$ cat src/rtl/reg_scan_ctrl.sv
// reg_scan_ctrl: sequences register select, read-latency wait, capture and display dwell; optional change flag via REG_SCAN_CHANGE_FLAG_EN
module reg_scan_ctrl #(
  parameter int NUM_REGS     = 8,
  parameter int IDX_W        = 3,
  parameter int DATA_W       = 16,
  parameter int READ_LAT     = 1,
  parameter int DWELL_CYCLES = 50_000_000
) (
  input  logic              CLOCK_50,
  input  logic              reset,
  input  logic              auto_en,
  input  logic [IDX_W-1:0]  man_sel,
  input  logic              step_n,
  input  logic              freeze,
  output logic [IDX_W-1:0]  reg_sel,
  input  logic [DATA_W-1:0] reg_data,
  output logic [DATA_W-1:0] disp_data,
  output logic [IDX_W-1:0]  disp_idx,
  output logic              disp_valid,
  output logic              busy
`ifdef REG_SCAN_CHANGE_FLAG_EN
  , output logic            disp_changed
`endif
);
  localparam int MAXC = READ_LAT > DWELL_CYCLES ? READ_LAT : DWELL_CYCLES;
  localparam int CW = $clog2(MAXC + 1);
  localparam logic [1:0] SEL = 2'd0, WAIT = 2'd1, CAP = 2'd2, DWELL = 2'd3;
  localparam logic [IDX_W:0] NR = (IDX_W+1)'(NUM_REGS);
  localparam logic [IDX_W-1:0] LAST = IDX_W'(NUM_REGS - 1);
  localparam logic [CW-1:0] LAT_END = CW'(READ_LAT - 1);
  localparam logic [CW-1:0] DW_END = CW'(DWELL_CYCLES - 1);
  logic [1:0] state_q, state_d;
  logic [CW-1:0] cnt_q, cnt_d;
  logic [IDX_W-1:0] scan_q, scan_d, sel_q, sel_d, idx_q, idx_d, scan_inc, man_clamp;
  logic [DATA_W-1:0] data_q, data_d;
  logic mode_q, mode_d, valid_q, valid_d, busy_q, busy_d, prev_q, step_abort, cap_en;
  assign scan_inc = scan_q == LAST ? '0 : scan_q + 1'b1;
  assign man_clamp = {1'b0, man_sel} >= NR ? LAST : man_sel;
  // a step edge only counts in auto mode and never while frozen; it pre-empts the normal sequence
  assign step_abort = !freeze && auto_en && prev_q && !step_n;
  assign cap_en = !freeze && !step_abort && state_q == CAP;
  assign reg_sel = sel_q;
  assign disp_data = data_q;
  assign disp_idx = idx_q;
  assign disp_valid = valid_q;
  assign busy = busy_q;
  // next-state: freeze stalls everything, step aborts to SEL, otherwise walk SEL/WAIT/CAP/DWELL
  always_comb begin
    state_d = state_q;
    cnt_d = cnt_q;
    scan_d = scan_q;
    sel_d = sel_q;
    mode_d = mode_q;
    data_d = data_q;
    idx_d = idx_q;
    valid_d = valid_q;
    if (step_abort) begin
      scan_d = scan_inc;
      state_d = SEL;
      cnt_d = '0;
    end else if (!freeze) begin
      case (state_q)
        SEL: begin
          sel_d = auto_en ? scan_q : man_clamp;
          mode_d = auto_en;
          state_d = WAIT;
          cnt_d = '0;
        end
        WAIT: begin
          state_d = cnt_q == LAT_END ? CAP : WAIT;
          cnt_d = cnt_q == LAT_END ? '0 : cnt_q + 1'b1;
        end
        CAP: begin
          data_d = reg_data;
          idx_d = sel_q;
          valid_d = 1'b1;
          state_d = DWELL;
          cnt_d = '0;
        end
        default: begin
          state_d = (!mode_q || cnt_q == DW_END) ? SEL : DWELL;
          cnt_d = (!mode_q || cnt_q == DW_END) ? '0 : cnt_q + 1'b1;
          scan_d = (mode_q && cnt_q == DW_END) ? scan_inc : scan_q;
        end
      endcase
    end
    busy_d = freeze ? busy_q : (state_d == SEL || state_d == WAIT);
  end
  // state registers; the step edge detector tracks the button even while frozen
  always_ff @(posedge CLOCK_50) begin
    if (reset) begin
      state_q <= SEL;
      cnt_q <= '0;
      scan_q <= '0;
      sel_q <= '0;
      mode_q <= 1'b0;
      data_q <= '0;
      idx_q <= '0;
      valid_q <= 1'b0;
      busy_q <= 1'b0;
      prev_q <= 1'b1;
    end else begin
      state_q <= state_d;
      cnt_q <= cnt_d;
      scan_q <= scan_d;
      sel_q <= sel_d;
      mode_q <= mode_d;
      data_q <= data_d;
      idx_q <= idx_d;
      valid_q <= valid_d;
      busy_q <= busy_d;
      prev_q <= step_n;
    end
  end
`ifdef REG_SCAN_CHANGE_FLAG_EN
  logic [DATA_W-1:0] shadow_q [NUM_REGS];
  logic chg_q;
  assign disp_changed = chg_q;
  // remember the last capture per index and pulse when a new capture differs from it
  always_ff @(posedge CLOCK_50) begin
    if (reset) begin
      chg_q <= 1'b0;
      for (int i = 0; i < NUM_REGS; i++) shadow_q[i] <= '0;
    end else if (!freeze) begin
      chg_q <= cap_en && reg_data != shadow_q[sel_q];
      if (cap_en) shadow_q[sel_q] <= reg_data;
    end
  end
`else
  logic unused_cap;
  assign unused_cap = cap_en;
`endif
endmodule
$ cat config.mk
export PLATFORM = sky130hd
export DESIGN_NAME = reg_scan_ctrl
export DESIGN_NICKNAME = d
export VERILOG_FILES = /design/src/rtl/reg_scan_ctrl.sv
export SDC_FILE = /design/constraint.sdc
export NUM_CORES = 1
export LEC_CHECK = 0
export CELL_PAD_IN_SITES_DETAIL_PLACEMENT = 2
export CELL_PAD_IN_SITES_GLOBAL_PLACEMENT = 2
export CORE_UTILIZATION = 33
export DETAILED_ROUTE_END_ITERATION = 6
export PLACE_DENSITY_LB_ADDON = 0.1
export SLEW_MARGIN = 10
export SYNTH_ARGS = -nofsm -noshare
export SYNTH_HDL_FRONTEND = slang
export SYNTH_SLANG_ARGS = --single-unit
$ cat constraint.sdc
create_clock -name CLOCK_50 -period 4.7 [get_ports CLOCK_50]
set_clock_uncertainty 0.05 [all_clocks]
set_input_delay 0.705 -clock CLOCK_50 [delete_from_list [all_inputs] [get_ports CLOCK_50]]
set_output_delay 0.705 -clock CLOCK_50 [all_outputs]
set_load 0.01 [all_outputs]
[Word level (Yosys, flattened, before mapping)]
Index checks and enable logic that the tools add are counted.
Widths: inputs -> output; s select.
Word-level totals
  bits in registers: 57
  bits in latches: 0
  bits in writable memories: 0
  ROM bits: 0
  output and inout bits: 24
  logic and storage cells: 54
  memories: 0
Cells by class
  $add $sub $neg: 2
  multiply operators: 0
  div/mod/pow operators: 0
  $lt $le $gt $ge: 0
  eq/ne operators: 7
  shifts and indexed selects: 0
  mux-type cells: 14
  bitwise operators: 2
  reduce and logical (&&, ||, !) cells: 19
Operator list (count)
  $mux 26: 2
  $pmux 26 s2: 1
  $add 26x1->26 const B: 1
  $eq 26x26->1 const B: 1
  $logic_not 26->1: 1
  $mux 3: 6
  $reduce_and 3->1: 3
  $mux 2: 4
  $pmux 2 s3: 1
  $eq 2x1->1 const B: 2
  $logic_and 1x1->1: 4
  $logic_not 2->1: 2
  $ne 2x1->1 const B: 2
  $reduce_or 2->1: 2
  $add 3x1->3 const B: 1
  $eq 3x3->1 const B: 1
  $logic_not 1->1: 3
  $reduce_or 3->1: 1
  $eq 2x2->1 const B: 1
  $logic_or 1x1->1: 2
  $not 1->1: 2
  $reduce_bool 2->1: 1

[Longest topological paths before layout]
  depth in word-level cells: 8
  mapped depth: 8
  mapped depth without buffers: 6

[Worst setup path after synthesis]
Ideal clock, no wire load.
  kind: in2reg
  start: in auto_en
  end: reg data_q[10] (netlist: disp_data[10])
  library setup time: 132 ps
  data arrival time: 2034 ps
  required time: 4518 ps
  slack: 2484 ps
  stages: 8
  path buffers: 4
  cell sequence: clkbuf_1 and4_1 buf_2 or4_1 buf_2 buf_2 nand2_1 a21oi_1
Between the ends
  cells in the longest elaborated chain, start to end: 5
RTL lines
  start, declared: line 11  | input logic auto_en,
  $logic_and 1x1->1 (3 in a row): line 40  | assign step_abort = !freeze && auto_en && prev_q && !step_n;
  $not 1->1 (no line)
  $reduce_and 3->1 (no line)
  end signal, assigned: line 108  | data_q <= data_d;
  end, declared: line 35  | logic [DATA_W-1:0] data_q, data_d;
Every way passes these cells.
A chain may end at the register's enable or synchronous reset.

[Final worst setup path]
  start: in freeze
  end: reg data_q[4] (netlist: disp_data[4])
Between the ends
  cells in the longest elaborated chain, start to end: 6
  elaborated cells between the ends (all ways): 7
RTL lines
  start, declared: line 14  | input logic freeze,
  $logic_not 1->1
  $logic_and 1x1->1 (3 in a row): line 40
  $not 1->1 (no line)
  $reduce_and 3->1 (no line) (*)
Every way passes the cells marked *; elsewhere a longest branch is shown, timed or not.

==> impl_metrics.tcl <==
set metrics [dict create \
    outcome "finished clean" \
    grtUsageMet2_pct 33.7 \
    grt_pass1_wl_um 11900 \
    fin_crit_ns 2.96 \
    max-slew-margin-rel_pct 30.6 \
    r2r-end "cnt_q[9]" \
    cp_max_fo 19 \
    finalHoldViolations 0 \
    setup_viol 0 \
    tightest_slew_ns 1.04 \
    drv_cap 0 \
    postSynthCellCount 308 \
    fp.dieArea_um2 8260 \
    ant_nets 0 \
    row_count 32 \
    synth_nets 336 \
    p_leak_nw 1.16 \
    path_clk_slew_ns 0.06 \
    clkLatencyLatePin_ns 0.33 \
    synth_warnings 0 \
    dp.final_hpwl_um 5230 \
    cp-end-kind "flip-flop" \
    crit_type "in -> reg" \
    cts.sinks 57 \
    cts.repair.resized 0 \
    root_buffer "clkbuf_8" \
    core_um2 7690 \
    crit_chain "clkdlybuf4s50_1 -> inv_2 -> and4_1 -> or4_1 -> nand2_1 -> a21oi_1" \
    hold_path_class "reg -> reg" \
    netlist_area_um2 2610 \
    synthDistinctLibCells 44 \
    arrival_ns 3.11 \
    r2r_slack_ns 2.01 \
    wl_um 7060 \
    numCtsBuffers 9 \
    rsz0062_at_grt "no" \
    busiest_layer "met2" \
    synth_top_area_cell "dfxtp_1" \
    drtPass1Iterations 3 \
    io_buffers 47 \
    synth.yosys.seq_area_share_pct 43.8 \
    avgSynthCellArea_um2 8.46 \
    ys_ff_latch 57 \
    grtUsageMet1_pct 20.5 \
    min_to "disp_data[10]" \
    peakVddDrop_mv 0.139 \
    route.detailed.drc 0 \
    post_drt_wl_per_cell_um 15.3 \
    critPathMaxStageDelay_ns 0.90 \
    grt_pass1_vias 2542 \
    fillers 887 \
    n_antenna_cell 0 \
    vias 2344 \
    timing.final.crit_share_pct 63.0 \
    yosys.area.top_type_share_pct 43.8 \
    fmax_mhz 338 \
    gp_congestion 0.755 \
    power.total_w 0.000975 \
    cpMaxStageDelayCell "clkdlybuf4s50_1" \
    hp-start "disp_data[10]" \
    worstReg2RegStart "cnt_q[3]" \
    drive_gt1_share_pct 9.22 \
    die_x_um 90.9 \
    grt_usage_pct 18.2 \
    worstRegToRegCells 5 \
    htree_levels 3 \
    initial_utilization_pct 33.9 \
    layout.nets 381 \
    grt_overflow 0 \
    drt_iter0_markers 47 \
    syn_to_final_growth_pct 27.3 \
    drv_slew 0 \
    grt_max_degree 33 \
    synth_area_leaders "dfxtp_1 (44%), nand2_1 (7.6%), xnor2_1 (6.4%), nor2_1 (5.8%), a21oi_1 (5.2%)" \
    io_pins 48 \
    crit_path_start_kind "primary input" \
    critPathTopFamily "simple AND/OR/NAND/NOR gates" \
    use_met3_pct 3.03 \
    cts_max_path_buffers 2 \
    antenna_found_initial 0 \
    critical_path_buf_inv_count 2 \
    viasPerCell 5.10 \
    cts_hold_buf 0 \
    die_y_um 90.9 \
    min_path_cells 2 \
    post-cts-setup-buffer-count 0 \
    p_per_area_nw_per_um2 294 \
    cts_tree "yes" \
    required_ns 4.85 \
    setup_tns_ns 0 \
]
cells by family after synthesis:
kind of cell	count (synthesis)	share of synthesized area, %
and+or+nand+nor	147	29.5
DFF	57	43.8
AOI/OAI and AO/OA	45	10.7
buffers and inverters	27	4.42
xor gates and xnor gates	23	7.73
muxes	5	1.97
adders and majority gates	4	1.92
cells in the mapped netlist, drive strengths merged:
library cell / n
a21bo: 1
xnor2: 19
a21oi: 27
dfxtp: 57
nor3b: 2
and3: 2
a221oi: 1
a211oi: 3
nand3: 9
o31ai: 1
o311a: 1
o21a: 1
nor2: 41
inv: 12
and3b: 1
o21ai: 4
or4b: 1
nor3: 7
nand2: 53
and4: 5
nand4: 7
a211o: 1
ha: 4
nor4: 12
nand4b: 1
buf: 6
or2: 3
nor2b: 1
or4: 1
o22ai: 1
mux2i: 4
xor2: 4
mux2: 1
clkbuf: 9
a22oi: 1
o211ai: 2
or3: 1
a31oi: 1
registers in the layout, indices dropped and copies added, names as in the netlist:
register,cells
reg_sel,3
scan_q,3
disp_idx,3
prev_q,1
busy,1
disp_valid,1
cnt_q,26
mode_q,1
state_q,2
disp_data,16
layout by cell type, fill, tap and decap left out, types with 4 or more instances in the layout:
cell	instances
inv_1	11
ha_1	4
nand3_1	9
xor2_1	4
a21oi_1	27
o21ai_0	4
nor2_1	40
mux2i_1	4
nor4_1	8
nor3_1	5
clkbuf_8	9
nand4_1	6
dfxtp_1	57
nand2_1	53
and4_1	5
xnor2_1	19
clkinv_2	4
clkdlybuf4s50_1	47
how the worst max path moves through the flow:
stage / slack, ns / from / cells after the start / endpoint
2_1_floorplan: 2.48 / auto_en / 8 / disp_data[10]
3_3_place_gp: 1.42 / freeze / 6 / cnt_q[25]
3_5_place_dp: 1.37 / freeze / 6 / disp_data[4]
4_1_cts: 1.73 / freeze / 6 / cnt_q[25]
5_1_grt: 1.59 / freeze / 6 / cnt_q[25]
6_report: 1.74 / freeze / 6 / disp_data[4]
power breakdown:
part           internal, W  switching [W]
sequential        0.000494     0.00000987
clock             0.000187       0.000198
combinational    0.0000455      0.0000407
total             0.000727       0.000249
stage by stage:
step / instances / util, % / hold WS (ns) / worst slack [ns] / area [µm²]
global route: 460 / 43.2 / 0.438 / 1.59 / 3320
floorplan: 308 / - / 0.410 / 2.48 / 2610
finish: 460 / 43.2 / 0.410 / 1.74 / 3320
detailed placement: 444 / 41.0 / 0.407 / 1.37 / 3160
CTS: 460 / 43.2 / 0.418 / 1.73 / 3320
global placement: 444 / 41.0 / 0.392 / 1.42 / 3160
final cells by class:
type                    instances  area [µm²]  share of cell area [%]
clock buffers                  10         128                    3.85
flip-flops and latches         57        1140                    34.4
clock inverters                 6        35.0                    1.06
multi-input cells             224        1360                    40.9
inverters                      12        45.0                    1.36
well taps                     102         128                    3.85
repair buffers                 49         485                    14.6
worst min-delay path, delay by kind of cell, from the launching register on:
family / cells / cell delay [ns]
compound gates: 1 / 0.05
flops: 1 / 0.31
simple gates: 1 / 0.05
routing by layer:
metal,up-vias,routed length (µm)
li1,1145,-
met1,1156,3120
met2,35,3660
met3,8,188
met4,0,87
met5,-,0
No activity file was read; power rests on OpenSTA's default activity.
